**config.mk**
```make
export PLATFORM = sky130hd
export DESIGN_NAME = nios2_div_cell
export DESIGN_NICKNAME = d
export VERILOG_FILES = /design/src/rtl/nios2_div_pkg.sv /design/src/rtl/nios2_div_step.sv /design/src/rtl/nios2_div_cell.sv
export SDC_FILE = /design/constraint.sdc
export NUM_CORES = 1
export LEC_CHECK = 0
export BUFFER_PORTS_ARGS = -buffer_cell sky130_fd_sc_hd__buf_2
export CAP_MARGIN = 40
export CORE_ASPECT_RATIO = 1.5
export CORE_MARGIN = 3
export CORE_UTILIZATION = 60
export DETAILED_ROUTE_END_ITERATION = 7
export GPL_ROUTABILITY_DRIVEN = 0
export PLACE_DENSITY_LB_ADDON = 0.2
export SLEW_MARGIN = 5
export SYNTH_ARGS = -nofsm -noshare
export SYNTH_HDL_FRONTEND = slang
export SYNTH_SLANG_ARGS = --single-unit
```
**constraint.sdc**
```tcl
create_clock -name clk -period 4.1 [get_ports clk]
set_clock_uncertainty 0.05 [all_clocks]
set_input_delay 0.615 -clock clk [delete_from_list [all_inputs] [get_ports clk]]
set_output_delay 0.615 -clock clk [all_outputs]
set_load 0.02 [all_outputs]
```
**src/rtl/nios2_div_pkg.sv**
```systemverilog
// nios2_div_pkg: shared constants, state encoding and operand helper for the divide cell.
package nios2_div_pkg;
  localparam int DATA_W = 32;
  localparam int ITER_W = 5;
  localparam int DIV_ITERATIONS = 32;
  localparam logic [DATA_W-1:0] DIV_BY_ZERO_QUOT = 32'hFFFF_FFFF;
  typedef enum logic [1:0] {IDLE, CALC, FIXUP} state_t;
  function automatic logic [DATA_W-1:0] mag(input logic [DATA_W-1:0] v, input logic s);
    return (s && v[DATA_W-1]) ? -v : v;
  endfunction
endpackage

```
**src/rtl/nios2_div_step.sv**
```systemverilog
// nios2_div_step: one combinational radix-2 restoring division iteration.
module nios2_div_step #(
  parameter int W = 32
) (
  input  logic [W-1:0] rem,
  input  logic         dvd_bit,
  input  logic [W-1:0] dvs,
  output logic [W-1:0] rem_next,
  output logic         q_bit
);
  logic [W:0] sh, diff;
  always_comb begin
    sh = {rem, dvd_bit};
    diff = sh - {1'b0, dvs};
    q_bit = sh >= {1'b0, dvs};
    rem_next = q_bit ? diff[W-1:0] : sh[W-1:0];
  end
endmodule

```
**src/rtl/nios2_div_cell.sv**
```systemverilog
// nios2_div_cell: iterative 32-bit signed/unsigned restoring divider, 34 cycles start-to-done.
module nios2_div_cell
  import nios2_div_pkg::*;
(
  input  logic              clk,
  input  logic              reset_n,
  input  logic              E_div_start,
  input  logic              E_div_signed,
  input  logic [DATA_W-1:0] E_src1_div_cell,
  input  logic [DATA_W-1:0] E_src2_div_cell,
  input  logic              A_div_abort,
  output logic              A_div_busy,
  output logic              A_div_done,
  output logic [DATA_W-1:0] A_div_quotient,
  output logic [DATA_W-1:0] A_div_remainder
);
  state_t state;
  logic [ITER_W-1:0] cnt;
  logic [DATA_W-1:0] dvd, dvs, rem, rem_nx;
  logic q_bit, neg_q, neg_r, dz;
  nios2_div_step #(.W(DATA_W)) u_step (
    .rem(rem),
    .dvd_bit(dvd[DATA_W-1]),
    .dvs(dvs),
    .rem_next(rem_nx),
    .q_bit(q_bit)
  );
  // dvd doubles as the quotient register: dividend bits shift out the top, quotient bits in the bottom.
  // A zero divisor leaves rem = |src1|, so the signed fixup already restores the original src1 bits.
  always_ff @(posedge clk or negedge reset_n)
    if (!reset_n) begin
      state <= IDLE;
      cnt <= '0;
      dvd <= '0;
      dvs <= '0;
      rem <= '0;
      neg_q <= 1'b0;
      neg_r <= 1'b0;
      dz <= 1'b0;
      A_div_busy <= 1'b0;
      A_div_done <= 1'b0;
      A_div_quotient <= '0;
      A_div_remainder <= '0;
    end else begin
      A_div_done <= 1'b0;
      case (state)
        IDLE: if (E_div_start && !A_div_abort) begin
          state <= CALC;
          cnt <= '0;
          A_div_busy <= 1'b1;
          dvd <= mag(E_src1_div_cell, E_div_signed);
          dvs <= mag(E_src2_div_cell, E_div_signed);
          rem <= '0;
          neg_q <= E_div_signed && (E_src1_div_cell[DATA_W-1] ^ E_src2_div_cell[DATA_W-1]);
          neg_r <= E_div_signed && E_src1_div_cell[DATA_W-1];
          dz <= E_src2_div_cell == '0;
        end
        CALC: if (A_div_abort) begin
          state <= IDLE;
          A_div_busy <= 1'b0;
        end else begin
          rem <= rem_nx;
          dvd <= {dvd[DATA_W-2:0], q_bit};
          cnt <= cnt + 1'b1;
          if (cnt == ITER_W'(DIV_ITERATIONS - 1)) state <= FIXUP;
        end
        FIXUP: begin
          state <= IDLE;
          A_div_busy <= 1'b0;
          if (!A_div_abort) begin
            A_div_done <= 1'b1;
            A_div_quotient <= dz ? DIV_BY_ZERO_QUOT : (neg_q ? -dvd : dvd);
            A_div_remainder <= neg_r ? -rem : rem;
          end
        end
        default: state <= IDLE;
      endcase
    end
endmodule

```
======== Word level (Yosys, flattened, before mapping) ========
Index checks and enable logic that the tools add are counted.
storage, ports and cells
  register bits ........................... 172
  input port bits ......................... 69
  output and inout port bits .............. 66
  logic and storage cells ................. 66
operators by class
  $add $sub $neg .......................... 6
  order comparisons ....................... 1
  eq/ne operators ......................... 7
  multiplexer cells ....................... 24
  bitwise logic cells ..................... 2
  reductions and logical operators ........ 14
operators with widths
  kind                                           number
  2-to-1 mux 32 bit                              10
  negator 32 bit                                 4
  one-hot mux 32 bit (2 select lines)            2
  greater-or-equal comparator 33 x 32 -> 1 bit   1
  zero test 32 bit                               1
  subtractor 32 bit                              1
  2-to-1 mux 5 bit                               2
  one-hot mux 5 bit (2 select lines)             1
  2-to-1 mux 2 bit                               3
  inequality test 2 bit, second input constant   3
  AND reduction 2 bit                            3
  AND reduction 3 bit                            2
  adder 5 x 1 -> 5 bit, second input constant    1
  == test 5 bit, second input constant           1
  logical AND 1 bit                              4
  2-to-1 mux 1 bit                               4
  one-hot mux 2 bit (2 select lines)             1
  inequality test 3 bit, second input constant   1
  one-hot mux 1 bit (3 select lines)             1
  nonzero test 3 bit                             1
  == test 2 x 1 -> 1 bit, second input constant  1
  == test 2 bit, second input constant           1
  zero test 2 bit                                1
  nonzero test 2 bit                             1
  other kinds (3)                                3

======== Longest topological paths before layout ========
  word-level depth ........................ 4
  depth in mapped cells ................... 14

======== Modules after synthesis ========
From an unflattened synthesis, not the netlist that was laid out.
unflattened totals
  cell total of the unflattened synthesis .. 1338
  area total of the unflattened synthesis .. 11717.5 µm²
modules (own cells, without submodules)
  module          instances  cells an instance  area an instance (µm²)  sequential area each (µm²)
  nios2_div_cell  1          1015               9386.5                  4304.1
  nios2_div_step  1          323                2331.0                  0.0

======== Worst setup path before layout ========
OpenSTA, ideal clock, no wires.
  kind .................................... register to register
  start ................................... reg rem[14]
  end ..................................... reg rem[6]
  library setup time ...................... 0.135 ns
  arrival time ............................ 2.864 ns
  data required time ...................... 3.915 ns
  path slack .............................. 1.051 ns
  cell stages (with the launch flop) ...... 13
  path through ............................ dfrtp_1 -> ha_1 -> and4_1 -> and2_1 -> nand3_1 -> a211oi_1 -> nor2_1 -> o31ai_1 -> a21o_1 -> buf_2 -> buf_2 -> mux2i_1 -> o21ai_0
on the way
  cells in the longest elaborated chain, start to end .. 4
ends and longest elaborated chain
  what                                          line                  text
  from (decl)                                   nios2_div_cell.sv:19  logic [DATA_W-1:0] dvd, dvs, rem, rem_nx;
  from (signal assigned)                        nios2_div_cell.sv:62  rem <= rem_nx;
  greater-or-equal comparator 33 x 32 -> 1 bit  nios2_div_step.sv:15  q_bit = sh >= {1'b0, dvs};
  2-to-1 mux 32 bit                             nios2_div_step.sv:16  rem_next = q_bit ? diff[W-1:0] : sh[W-1:0];
  2-to-1 mux 32 bit                             nios2_div_cell.sv:58  CALC: if (A_div_abort) begin
  one-hot mux 32 bit (2 select lines)           nios2_div_cell.sv:46  case (state)
Every way passes these cells. The select of a mux whose other input is x is not followed.
A chain may end at the register's enable or synchronous reset.

======== Worst setup path in the final report ========
  start ................................... reg rem[14]
  end ..................................... reg rem[19]
on the way
  cells in the longest elaborated chain, start to end .. 4
ends and longest elaborated chain
  what                                                                                      line
  subtractor 32 bit / greater-or-equal comparator 33 x 32 -> 1 bit (equally long branches)  nios2_div_step.sv:14, nios2_div_step.sv:15
  2-to-1 mux 32 bit *                                                                       nios2_div_step.sv:16
  2-to-1 mux 32 bit *                                                                       nios2_div_cell.sv:58
  one-hot mux 32 bit (2 select lines) *                                                     nios2_div_cell.sv:46
Mark *: on every way between the ends. The rest lies on a longest branch, timed or not. The select of a mux whose other input is x is not followed.

==> reports/metrics.cfg <==
[status]
outcome=completed

[floorplan]
die_area_sq_um=20710
core-area_sq_um=18620
fp.dieH_microns=174.8
rows=61
io_pins=135
initial_core_util_pct=61.17
die_x_microns=118.5

[worst_setup_path]
cp_max_fo=23
ff2ff_setup_slack_ns=0.59
cp.required_ns=4.35
end_kind=register
path_class=register to register
arrival_ns=3.76
worst_setup_path_start_kind=register

[timing]
fmax_mhz=284.7
tightestPinTransition_ns=0.8894
relSlewSlack_pct=40.70
period_share_pct=85.66
setup_violations=0
slew_viol_final=0
final.min_clock_period_ns=3.512
rsz0062_at_grt=no
timing_hold_violations_final=0
tns_ns=0

[clock_network]
h-tree-depth=4
path_clk_slew_ns=0.07
tritoncts=done
cts.repair.resized=0
cts_hold_buffers=0
numCtsBuffers=17
cts_root_buf=clkbuf_16
cts_buffer_depth=2
clk_latency_ns=0.43
clkSinkCount=172
post-cts-setup-buffer-count=0

[place]
port_buffers=134
hpwl_mm=23.23
postPlaceCellArea_sq_um=12320

[cells_and_area]
fillerInstances=1602
synthToLayoutAreaGrowth_pct=13.25
layout_common_cells=o21ai_0, nand2_1, dfrtp_1
antenna_cells=0
fin_area_sq_um=12900
drive_above_1_share_pct=13.79
layout_commonest_cell=o21ai_0
nets=1600

[synth]
synth_enable_flop_cells=0
syn_area_per_cell_sq_um=8.254
yosys.area_share.adder_pct=4.679
ys_types=63
muxShareOfSynthArea_pct=2.548
synth_flop_cell=dfrtp_1
synth_seq_area_share_pct=37.79
synthCells=1380
yosys.area_share.xor_xnor_pct=10.92
synth-simple-area-share_pct=18.38
ys_seq_elements=172
synth_area_sq_um=11390
synth_top_family_by_area=compound AO/OA/AOI/OAI gates
yosysWarningCount=0
synth_nets=1491
async_flop_share_pct=100.0
synth_compound_area_share_pct=21.31

[hold_path]
hp-class=input port to async pin

[routing]
ant_nets=0
drt-total-wl_mm=31.07
vias_per_cell=5.948
drt-wirelength-per-cell_microns=17.73
drc=0
drtIter0Drc=765
firstDrtPassIters=7
vias=10426

[global_routing]
grt_pass1_wl_mm=49.09
antenna_found_initial=0
grt_max_degree=88
grt_usage_pct=29.59
overflow=0
grt_pass1_vias=10009

[power_and_ir_drop]
irDropWorstVdd_mv=0.3901
p_leak_nw=6.105
pwr_density_cell_nw_per_um2=720.2

[job]
cap_violations=0

==> stage by stage <==
step	instances	utilization (%)	power [mW]	setup WS (ns)	hold slack, ns
after global routing	1753	69.27	9.905	0.2049	0.05233
after global placement	1722	66.14	7.383	0.7424	0.3949
after detailed placement	1722	66.14	7.500	0.6785	0.4000
after CTS	1753	69.27	9.147	0.6610	0.04035
final	1753	69.27	9.290	0.5881	0.03410
after floorplan	1380	-	6.162	1.051	0.2694
==> worst max-delay path, cell delays in order, from the launching register on <==
cell and delay, ns:
dfrtp_1 0.43, ha_1 0.42, nand2_1 0.07, o21ai_0 0.37, a21oi_1 0.22, o22ai_1 0.29, nor2_1 0.10, o31ai_1 0.48
a21o_1 0.18, buf_4 0.36, mux2i_1 0.27, o21ai_0 0.10
==> power breakdown <==
part | leakage (nW) | internal, mW | switching (mW)
Sequential | 2.28 | 2.11 | 0.604
Combinational | 3.55 | 1.93 | 3.03
Clock | 0.278 | 0.918 | 0.702
==> sequential cells by signal, indices dropped and copies added (netlist names) <==
register / cells
A_div_remainder: 32
A_div_quotient: 32
dvd: 32
A_div_done: 1
neg_r: 1
neg_q: 1
rem: 32
cnt: 5
A_div_busy: 1
dz: 1
state: 2
dvs: 32
==> cell type report <==
cell class	count	area [sq um]	share of cell area, %
multi-input cells	1079	6604	51.19
flip-flops and latches	172	4304	33.37
repair buffers	157	862.1	6.683
clock buffers	19	442.9	3.434
well taps	252	315.3	2.444
inverters	62	232.7	1.804
clock inverters	12	138.9	1.077
==> worst paths after layout <==
kind / startpoint / to / depth (start not counted)
min reg2reg: A_div_quotient[0] / A_div_quotient[0] / 2
max: rem[14] / rem[19] / 11
max reg2reg: rem[14] / rem[19] / 11
min: reset_n / A_div_quotient[29] / 1
min in group clk: A_div_abort / A_div_busy / 2
max in group asynchronous: reset_n / dvs[11] / 2
==> synthesized netlist by cell type (8+ instances only) <==
library cell	count	area (sq um)
or3_1	18	112.6
inv_1	62	232.7
nand4_1	8	50.05
o41ai_1	11	96.34
o21ai_0	187	935.9
nor4_1	10	62.56
o31ai_1	28	210.2
nand2b_1	15	93.84
and3_1	11	68.82
or4_1	13	97.59
a21oi_1	119	595.6
nor3_1	19	95.09
nand2_1	180	675.7
ha_1	41	513.0
xnor2_1	56	490.5
a211oi_1	8	60.06
clkbuf_1	58	217.7
nor2_1	100	375.4
a21o_1	19	142.6
nand3_1	39	195.2
xor2_1	86	753.2
dfrtp_1	172	4304
mux2i_1	29	290.3
==> per-layer routing <==
| layer | up-vias | global-route usage [%] | wire length [microns] |
|---|---|---|---|
| met5 | - | 0 | 0 |
| met4 | 0 | 20.93 | 2333 |
| met3 | 128 | 4.955 | 1538 |
| met2 | 362 | 53.85 | 16150 |
| met1 | 4872 | 30.56 | 11050 |
| li1 | 5064 | - | - |
==> cell families after synthesis <==
group	count (synthesis)
muxes	29
adders and majority gates	42
xor gates and xnor gates	142
buffers and inverters	129
AOI/OAI and AO/OA	420
DFF	172
and+or+nand+nor	446
No activity file was read; power rests on OpenSTA's default activity.
